### src/rtl/writeback_stage_pkg.sv
// Uop package: memory-stage uop layout, exception codes and writeback FSM types.
package Uop;

  typedef enum logic [1:0] {
    EX_NONE      = 2'd0,
    EX_MEM_ALIGN = 2'd1,
    EX_MEM_MISS  = 2'd2
  } ex_t;

  typedef enum logic [1:0] {
    SZ_B = 2'd0,
    SZ_H = 2'd1,
    SZ_W = 2'd2
  } mem_op_sz_t;

  typedef struct packed {
    logic       en;
    logic       isSt;
    mem_op_sz_t sz;
    logic       signExtend;
  } mem_op_t;

  typedef struct packed {
    ex_t         ex;
    logic [4:0]  rd;
    logic [31:0] rdVal;
    logic [3:0]  flags;
    logic        flagsValid;
    mem_op_t     memOp;
    logic [1:0]  addrLo;
  } memory_t;

  typedef enum logic [1:0] {
    ST_IDLE      = 2'd0,
    ST_MISS_WAIT = 2'd1,
    ST_TRAP      = 2'd2
  } wb_state_t;

  // Everything needed to finish a missed load once the refill arrives.
  typedef struct packed {
    logic [4:0] rd;
    mem_op_sz_t sz;
    logic       signExtend;
    logic [1:0] addrLo;
  } miss_ctx_t;

  localparam miss_ctx_t MISS_CTX_RESET = '{rd: 5'd0, sz: SZ_B, signExtend: 1'b0, addrLo: 2'd0};

  function automatic logic is_misaligned(input mem_op_sz_t sz, input logic [1:0] addr_lo);
    case (sz)
      SZ_H:    is_misaligned = addr_lo[0];
      SZ_W:    is_misaligned = (addr_lo != 2'd0);
      default: is_misaligned = 1'b0;
    endcase
  endfunction

endpackage

### src/rtl/writeback_stage_if.sv
// Handshake and bypass interfaces used between the memory and writeback stages.
interface pipeline_if;
  logic valid;
  logic stall;

  modport Upstream   (input valid, output stall);
  modport Downstream (output valid, input stall);
endinterface

interface bypass_if;
  logic        rValid;
  logic [4:0]  r;
  logic [31:0] rVal;
  logic        flagsValid;

  modport Subject  (output rValid, r, rVal, flagsValid);
  modport Observer (input rValid, r, rVal, flagsValid);
endinterface

### src/rtl/writeback_stage_load_align.sv
// load_align: selects and extends a byte/half/word from a 32-bit load word.
module load_align
  import Uop::*;
(
  input  logic [31:0] data,
  input  logic [1:0]  addrLo,
  input  mem_op_sz_t  sz,
  input  logic        signExtend,
  output logic [31:0] result
);

  logic [7:0]  byte_s;
  logic [15:0] half_s;

  // Lane select and extension
  always_comb begin
    byte_s = data[{addrLo, 3'b000} +: 8];
    half_s = data[{addrLo[1], 4'b0000} +: 16];
    case (sz)
      SZ_B: begin
        if (signExtend) begin
          result = {{24{byte_s[7]}}, byte_s};
        end else begin
          result = {24'd0, byte_s};
        end
      end
      SZ_H: begin
        if (signExtend) begin
          result = {{16{half_s[15]}}, half_s};
        end else begin
          result = {16'd0, half_s};
        end
      end
      SZ_W:    result = data;
      default: result = data;
    endcase
  end

endmodule

### src/rtl/writeback_stage.sv
// Writeback stage: retires memory-stage uops, waits out load misses, reports exceptions.
// Optional miss timeout (EX_MEM_MISS after MISS_TIMEOUT cycles) enabled by WB_MISS_TIMEOUT_EN.
module writeback_stage
  import Uop::*;
#(
  parameter int MISS_TIMEOUT = 255
) (
  input  logic                clk,
  input  logic                rst,
  pipeline_if.Upstream        u,
  input  memory_t             uopIn,
  input  logic [31:0]         cacheRespData,
  input  logic                cacheHit,
  input  logic                cacheRespValid,
  output logic                rfWe,
  output logic [4:0]          rfAddr,
  output logic [31:0]         rfData,
  bypass_if.Subject           bypass,
  output logic                exValid,
  output ex_t                 exCode,
  output logic [63:0]         instret
);

  if (MISS_TIMEOUT < 32'sd1 || MISS_TIMEOUT > 32'sd255) begin : g_bad_timeout
    $error("MISS_TIMEOUT must be within 1..255");
  end

  wb_state_t   state_q, state_d;
  miss_ctx_t   ctx_q, ctx_d;
  logic [63:0] instret_q, instret_d;

  logic        retire_s, accepted_s, stall_s, rf_we_s, ex_valid_s;
  logic [4:0]  rf_addr_s;
  logic [31:0] rf_data_s;
  ex_t         ex_code_s;
  logic        is_load_s, misaligned_s, timeout_s;
  logic [1:0]  align_addr_s;
  mem_op_sz_t  align_sz_s;
  logic        align_se_s;
  logic [31:0] load_word_s;
  logic        unused_flags_s;

  assign is_load_s      = uopIn.memOp.en & ~uopIn.memOp.isSt;
  assign misaligned_s   = is_load_s & is_misaligned(uopIn.memOp.sz, uopIn.addrLo);
  assign unused_flags_s = ^uopIn.flags;

  // During a miss the extractor works on the captured load, otherwise on the live uop.
  assign align_addr_s = (state_q == ST_MISS_WAIT) ? ctx_q.addrLo     : uopIn.addrLo;
  assign align_sz_s   = (state_q == ST_MISS_WAIT) ? ctx_q.sz         : uopIn.memOp.sz;
  assign align_se_s   = (state_q == ST_MISS_WAIT) ? ctx_q.signExtend : uopIn.memOp.signExtend;

  load_align u_load_align (
    .data       (cacheRespData),
    .addrLo     (align_addr_s),
    .sz         (align_sz_s),
    .signExtend (align_se_s),
    .result     (load_word_s)
  );

`ifdef WB_MISS_TIMEOUT_EN
  localparam logic [7:0] TIMEOUT_LAST = 8'(MISS_TIMEOUT - 32'sd1);

  logic [7:0] timer_q, timer_d;

  assign timeout_s = (timer_q == TIMEOUT_LAST);

  // Miss timer next value: counts unanswered MISS_WAIT cycles
  always_comb begin
    if (state_q == ST_MISS_WAIT && !cacheRespValid) begin
      timer_d = timer_q + 8'd1;
    end else begin
      timer_d = 8'd0;
    end
  end

  // Miss timer register
  always_ff @(posedge clk or posedge rst) begin
    if (rst) begin
      timer_q <= 8'd0;
    end else begin
      timer_q <= timer_d;
    end
  end
`else
  assign timeout_s = 1'b0;
`endif

  // Next-state, retirement and exception decode
  always_comb begin
    state_d    = state_q;
    ctx_d      = ctx_q;
    retire_s   = 1'b0;
    accepted_s = 1'b0;
    stall_s    = 1'b0;
    rf_we_s    = 1'b0;
    rf_addr_s  = 5'd0;
    rf_data_s  = 32'd0;
    ex_valid_s = 1'b0;
    ex_code_s  = EX_NONE;
    case (state_q)
      ST_IDLE: begin
        if (u.valid) begin
          accepted_s = 1'b1;
          rf_addr_s  = uopIn.rd;
          if (uopIn.ex != EX_NONE) begin
            ex_valid_s = 1'b1;
            ex_code_s  = uopIn.ex;
            state_d    = ST_TRAP;
          end else if (misaligned_s) begin
            ex_valid_s = 1'b1;
            ex_code_s  = EX_MEM_ALIGN;
            state_d    = ST_TRAP;
          end else if (is_load_s) begin
            if (cacheHit) begin
              rf_we_s   = (uopIn.rd != 5'd0);
              rf_data_s = load_word_s;
              retire_s  = 1'b1;
            end else begin
              ctx_d   = '{rd: uopIn.rd, sz: uopIn.memOp.sz,
                          signExtend: uopIn.memOp.signExtend, addrLo: uopIn.addrLo};
              state_d = ST_MISS_WAIT;
            end
          end else begin
            rf_we_s   = (uopIn.rd != 5'd0);
            rf_data_s = uopIn.rdVal;
            retire_s  = 1'b1;
          end
        end else begin
          state_d = ST_IDLE;
        end
      end
      ST_MISS_WAIT: begin
        stall_s   = 1'b1;
        rf_addr_s = ctx_q.rd;
        if (cacheRespValid) begin
          rf_we_s   = (ctx_q.rd != 5'd0);
          rf_data_s = load_word_s;
          retire_s  = 1'b1;
          state_d   = ST_IDLE;
        end else if (timeout_s) begin
          ex_valid_s = 1'b1;
          ex_code_s  = EX_MEM_MISS;
          state_d    = ST_TRAP;
        end else begin
          state_d = ST_MISS_WAIT;
        end
      end
      ST_TRAP: begin
        stall_s = 1'b1;
        state_d = ST_IDLE;
      end
      default: begin
        state_d = ST_IDLE;
      end
    endcase

    if (retire_s) begin
      instret_d = instret_q + 64'd1;
    end else begin
      instret_d = instret_q;
    end
  end

  // State, captured miss context and retirement counter
  always_ff @(posedge clk or posedge rst) begin
    if (rst) begin
      state_q   <= ST_IDLE;
      ctx_q     <= MISS_CTX_RESET;
      instret_q <= 64'd0;
    end else begin
      state_q   <= state_d;
      ctx_q     <= ctx_d;
      instret_q <= instret_d;
    end
  end

  assign u.stall           = stall_s;
  assign rfWe              = rf_we_s;
  assign rfAddr            = rf_addr_s;
  assign rfData            = rf_data_s;
  assign exValid           = ex_valid_s;
  assign exCode            = ex_code_s;
  assign instret           = instret_q;
  assign bypass.rValid     = rf_we_s;
  assign bypass.r          = rf_addr_s;
  assign bypass.rVal       = rf_data_s;
  assign bypass.flagsValid = accepted_s & uopIn.flagsValid;

endmodule
### src/flat_wrapper.sv
// flat-port wrapper written by rule: the top's interface ports become plain ports
module writeback_stage_flat import Uop::*;
#(
  parameter int MISS_TIMEOUT = 255
)
  (clk, rst, uopIn, cacheRespData, cacheHit, cacheRespValid, rfWe, rfAddr, rfData, exValid, exCode, instret, u_valid, u_stall, bypass_rValid, bypass_r, bypass_rVal, bypass_flagsValid);
  pipeline_if u_i ();
  bypass_if bypass_i ();
  input  logic clk;
  input  logic rst;
  input  memory_t uopIn;
  input  logic [31:0] cacheRespData;
  input  logic cacheHit;
  input  logic cacheRespValid;
  output logic rfWe;
  output logic [4:0] rfAddr;
  output logic [31:0] rfData;
  output logic exValid;
  output ex_t exCode;
  output logic [63:0] instret;
  input wire logic [$bits(u_i.valid)-1:0] u_valid;
  output wire logic [$bits(u_i.stall)-1:0] u_stall;
  output wire logic [$bits(bypass_i.rValid)-1:0] bypass_rValid;
  output wire logic [$bits(bypass_i.r)-1:0] bypass_r;
  output wire logic [$bits(bypass_i.rVal)-1:0] bypass_rVal;
  output wire logic [$bits(bypass_i.flagsValid)-1:0] bypass_flagsValid;
  assign u_i.valid = u_valid;
  assign u_stall = u_i.stall;
  assign bypass_rValid = bypass_i.rValid;
  assign bypass_r = bypass_i.r;
  assign bypass_rVal = bypass_i.rVal;
  assign bypass_flagsValid = bypass_i.flagsValid;
  writeback_stage #(.MISS_TIMEOUT(MISS_TIMEOUT)) u_core (.clk(clk), .rst(rst), .u(u_i), .uopIn(uopIn), .cacheRespData(cacheRespData), .cacheHit(cacheHit), .cacheRespValid(cacheRespValid), .rfWe(rfWe), .rfAddr(rfAddr), .rfData(rfData), .bypass(bypass_i), .exValid(exValid), .exCode(exCode), .instret(instret));
endmodule
### config.mk
export PLATFORM = sky130hd
export DESIGN_NAME = writeback_stage_flat
export DESIGN_NICKNAME = d
export VERILOG_FILES = /design/src/rtl/writeback_stage_pkg.sv /design/src/rtl/writeback_stage_if.sv /design/src/rtl/writeback_stage_load_align.sv /design/src/rtl/writeback_stage.sv /design/src/flat_wrapper.sv
export SDC_FILE = /design/constraint.sdc
export NUM_CORES = 1
export LEC_CHECK = 0
export BUFFER_PORTS_ARGS = -buffer_cell sky130_fd_sc_hd__buf_2
export CAP_MARGIN = 40
export CORE_MARGIN = 2
export CORE_UTILIZATION = 40
export DETAILED_ROUTE_END_ITERATION = 8
export PLACE_DENSITY = 0.81
export RECOVER_POWER = 50
export SYNTH_ARGS = -nofsm -noshare
export SYNTH_HDL_FRONTEND = slang
export SYNTH_SLANG_ARGS = --single-unit
### constraint.sdc
create_clock -name clk -period 4.48 [get_ports clk]
set_input_delay 0 -clock clk [delete_from_list [all_inputs] [get_ports clk]]
set_output_delay 0 -clock clk [all_outputs]
set_load 0.01 [all_outputs]
==> reports/summary.txt <==
Total Routed Length: 14.9 mm
CP Cell Sequence: inv_1 -> ha_1 -> mux2i_4 -> mux2i_1 -> o21ai_0 -> o221ai_1 -> buf_4 -> o21ai_0 -> buf_2
Clock power frac: 0.396
CTS tree: done
Vias in the first global route: 4588
Ratio of cells with drive above 1 in the final layout: 0.287
Synthesized area: 5070 µm²
Crit. End Element: output pin
Initial core utilization: 0.405
Switching share of power: 0.289
NetSw: 0.532 mW
Layout area overhead: 26.8%
Top post-synthesis cells by area: dfrtp_1, xor2_1, buf_4
Ys Warns: 0
Hold WS: 0.0228 ns
Slew Viols, Final: 44
CORE AREA: 12500 µm²
Setup Fix Bufs, Post-CTS: 0
Die Area: 13600 µm²
Drt first-iter violations: 251
Startpoint Class: flop
Slew HR: -0.496
Register share of total power: 0.414
Setup TNS: 0 ns
Worst IR Drop VDD: 0.245 mV
HPWL reported at the end of detailed placement: 11.6 mm
Most frequent CP cell: o21ai_0
RSZ-0062 raised after global routing: false
Most common cell in the netlist: dfrtp_1
First-pass GRT wire length: 22.5 mm
Via count: 4886
DRC: 0
HP Class: primary input to flop
Nets: 841
Maximum Capacitance Violations: 1
Period utilization: 0.755
Total grt overflow: 0
I/O Pins: 233
Clk buf depth: 2
CTS Buf Count: 9
Drt wl/cell: 16.1 µm
Min cycle time layout: 3.38 ns
Post-synth EDFFs: 0
Power per cell area: 286 nW/µm²
Arrival time at the worst endpoint: 3.38 ns
Post-synth top area share: 0.375
Top_reg_cell synth: dfrtp_1
Synth unique cells: 58
Final Skew: 0.00890 ns
Die X: 117 µm
Failing checks: capacitance limit, slew limit
Slew @ Worst Pin: 2.24 ns
Largest area contributor in the netlist: dfrtp_1
Cell leakage power: 3.18 nW
Synth Net Count: 644
CP peak stage delay: 0.71 ns
CTS Root Cell: clkbuf_16
DR vias/cell: 5.28
Cell internal pwr: 1.31 mW
Total GRT Usage: 0.212
Detail Route Antenna Nets: 0
# rows: 41
DIE HEIGHT: 117 µm
Final setup viols: 0
Synth top cells by count: dfrtp_1, nand2_1, nor2_1
Clk slew on worst S/H paths: 0.06 ns
Clock Sinks: 76
Logic pwr share: 0.189
Largest net degree at the start of global routing: 44
Initial antenna violation count: 1
Clk_lat worst skew: 0.33 ns
FMAX: 296 MHz
DRT Pass-1 Iters: 4
Asr flop ratio synth: 1.00
Hold Violations, Final: 0
Post-synthesis sequential area ratio: 0.375
Crit Path Class: flop to output pin
Avg Cell Area, Syn: 9.22 µm²
Outcome: finished with violations
Cells after Synth: 550
Critical path's slowest cell: mux2i_4
Fill cell count: 1220
CP max FO: 19
#FFs+latches synth: 76
CP required: 4.48 ns
Port Buffers: 228
Gpl congestion: 0.857
H-tree Lvls: 3
-- cell type report --
| cell class | instances | area [µm²] | share of cell area |
|---|---|---|---|
| sequential | 76 | 1900 | 0.296 |
| tap | 172 | 215 | 0.0335 |
| multi-input combinational | 402 | 2740 | 0.426 |
| clock buffer | 9 | 225 | 0.0350 |
| antenna | 2 | 5.00 | 0.000779 |
| clock inverter | 7 | 76.3 | 0.0119 |
| inverter | 12 | 45.0 | 0.00701 |
| timing repair buffer | 246 | 1220 | 0.190 |
-- per-stage QoR --
step / power [mW] / cells / cell area (µm²) / setup WS [ns] / util
after floorplan: 0.991 / 550 / 5070 / 2.03 / -
after global placement: 1.11 / 893 / 6070 / 1.17 / 0.485
after detailed placement: 1.13 / 897 / 6100 / 1.46 / 0.488
after CTS: 1.86 / 924 / 6520 / 1.08 / 0.521
after global routing: 1.94 / 925 / 6420 / 0.568 / 0.513
final: 1.84 / 926 / 6430 / 1.10 / 0.513
-- sequential cells by signal (all words and copies together), names as in the netlist --
name            cells
u_core.instret     64
u_core.ctx_q       10
u_core.state_q      2
-- power groups by stage --
stage	clock [mW]	sequential [mW]	combinational, mW
after floorplan	0	0.776	0.214
after global placement	0	0.772	0.342
after detailed placement	0	0.774	0.351
after CTS	0.741	0.762	0.360
after global routing	0.778	0.771	0.387
final	0.730	0.763	0.348
-- kinds of logic after synthesis --
kind of cell,synth area share
simple gates,0.219
compound gates,0.122
flops,0.375
buf+inv,0.0847
xor+xnor,0.109
mux,0.0753
fa+ha+maj,0.0148
-- critical path: cells and delay by family (launching register included) --
family	cells	cell delay [ns]
flops	1	0.38
mux	2	0.99
buf+inv	3	0.51
compound gates	3	0.70
fa+ha+maj	1	0.46
-- worst paths after layout --
kind / start / end / slack (ns) / depth (start not counted)
setup / recovery: u_core.state_q[1]$_DFFE_PP0P_ / rfData[19] / 1.10 / 9
max in group asynchronous: rst / u_core.state_q[0]$_DFFE_PP0P_ / 1.22 / 4
hold reg to reg: u_core.instret[63]$_DFFE_PP0P_ / u_core.instret[63]$_DFFE_PP0P_ / 0.47 / 1
setup reg to reg: u_core.state_q[1]$_DFFE_PP0P_ / u_core.instret[44]$_DFFE_PP0P_ / 1.76 / 8
min in group asynchronous: rst / u_core.instret[22]$_DFFE_PP0P_ / 0.55 / 3
hold / removal: u_valid / u_core.state_q[1]$_DFFE_PP0P_ / 0.02 / 3
-- routing by layer --
layer,vias to the layer above,routed length [µm],global-route usage
li1,2329,-,-
met1,2357,5930,0.249
met2,170,7660,0.386
met3,30,891,0.0374
met4,0,393,0.0824
met5,-,0,0
-- timing repair --
action,CTS,global route
hold buffers,11,0
resized for setup,0,0
endpoints found under the hold margin,43,0
-- cell usage in the layout (no fill, tap or decap), drive strengths merged, types with 3 or more instances in the layout --
cell / instances
clkbuf: 82
nor3: 22
a2bb2oi: 7
nor2: 41
mux2i: 20
dfrtp: 76
buf: 162
xnor2: 25
and3: 10
or4: 3
o221ai: 8
a32oi: 8
o21ai: 40
nor4: 10
a31oi: 4
mux2: 13
nand2: 63
xor2: 38
nand3: 24
nand4: 17
clkinv: 4
dlygate4sd3: 11
a21oi: 6
inv: 13
a22oi: 3
nor3b: 5
ha: 6
Power figures use the tool's default switching activity.
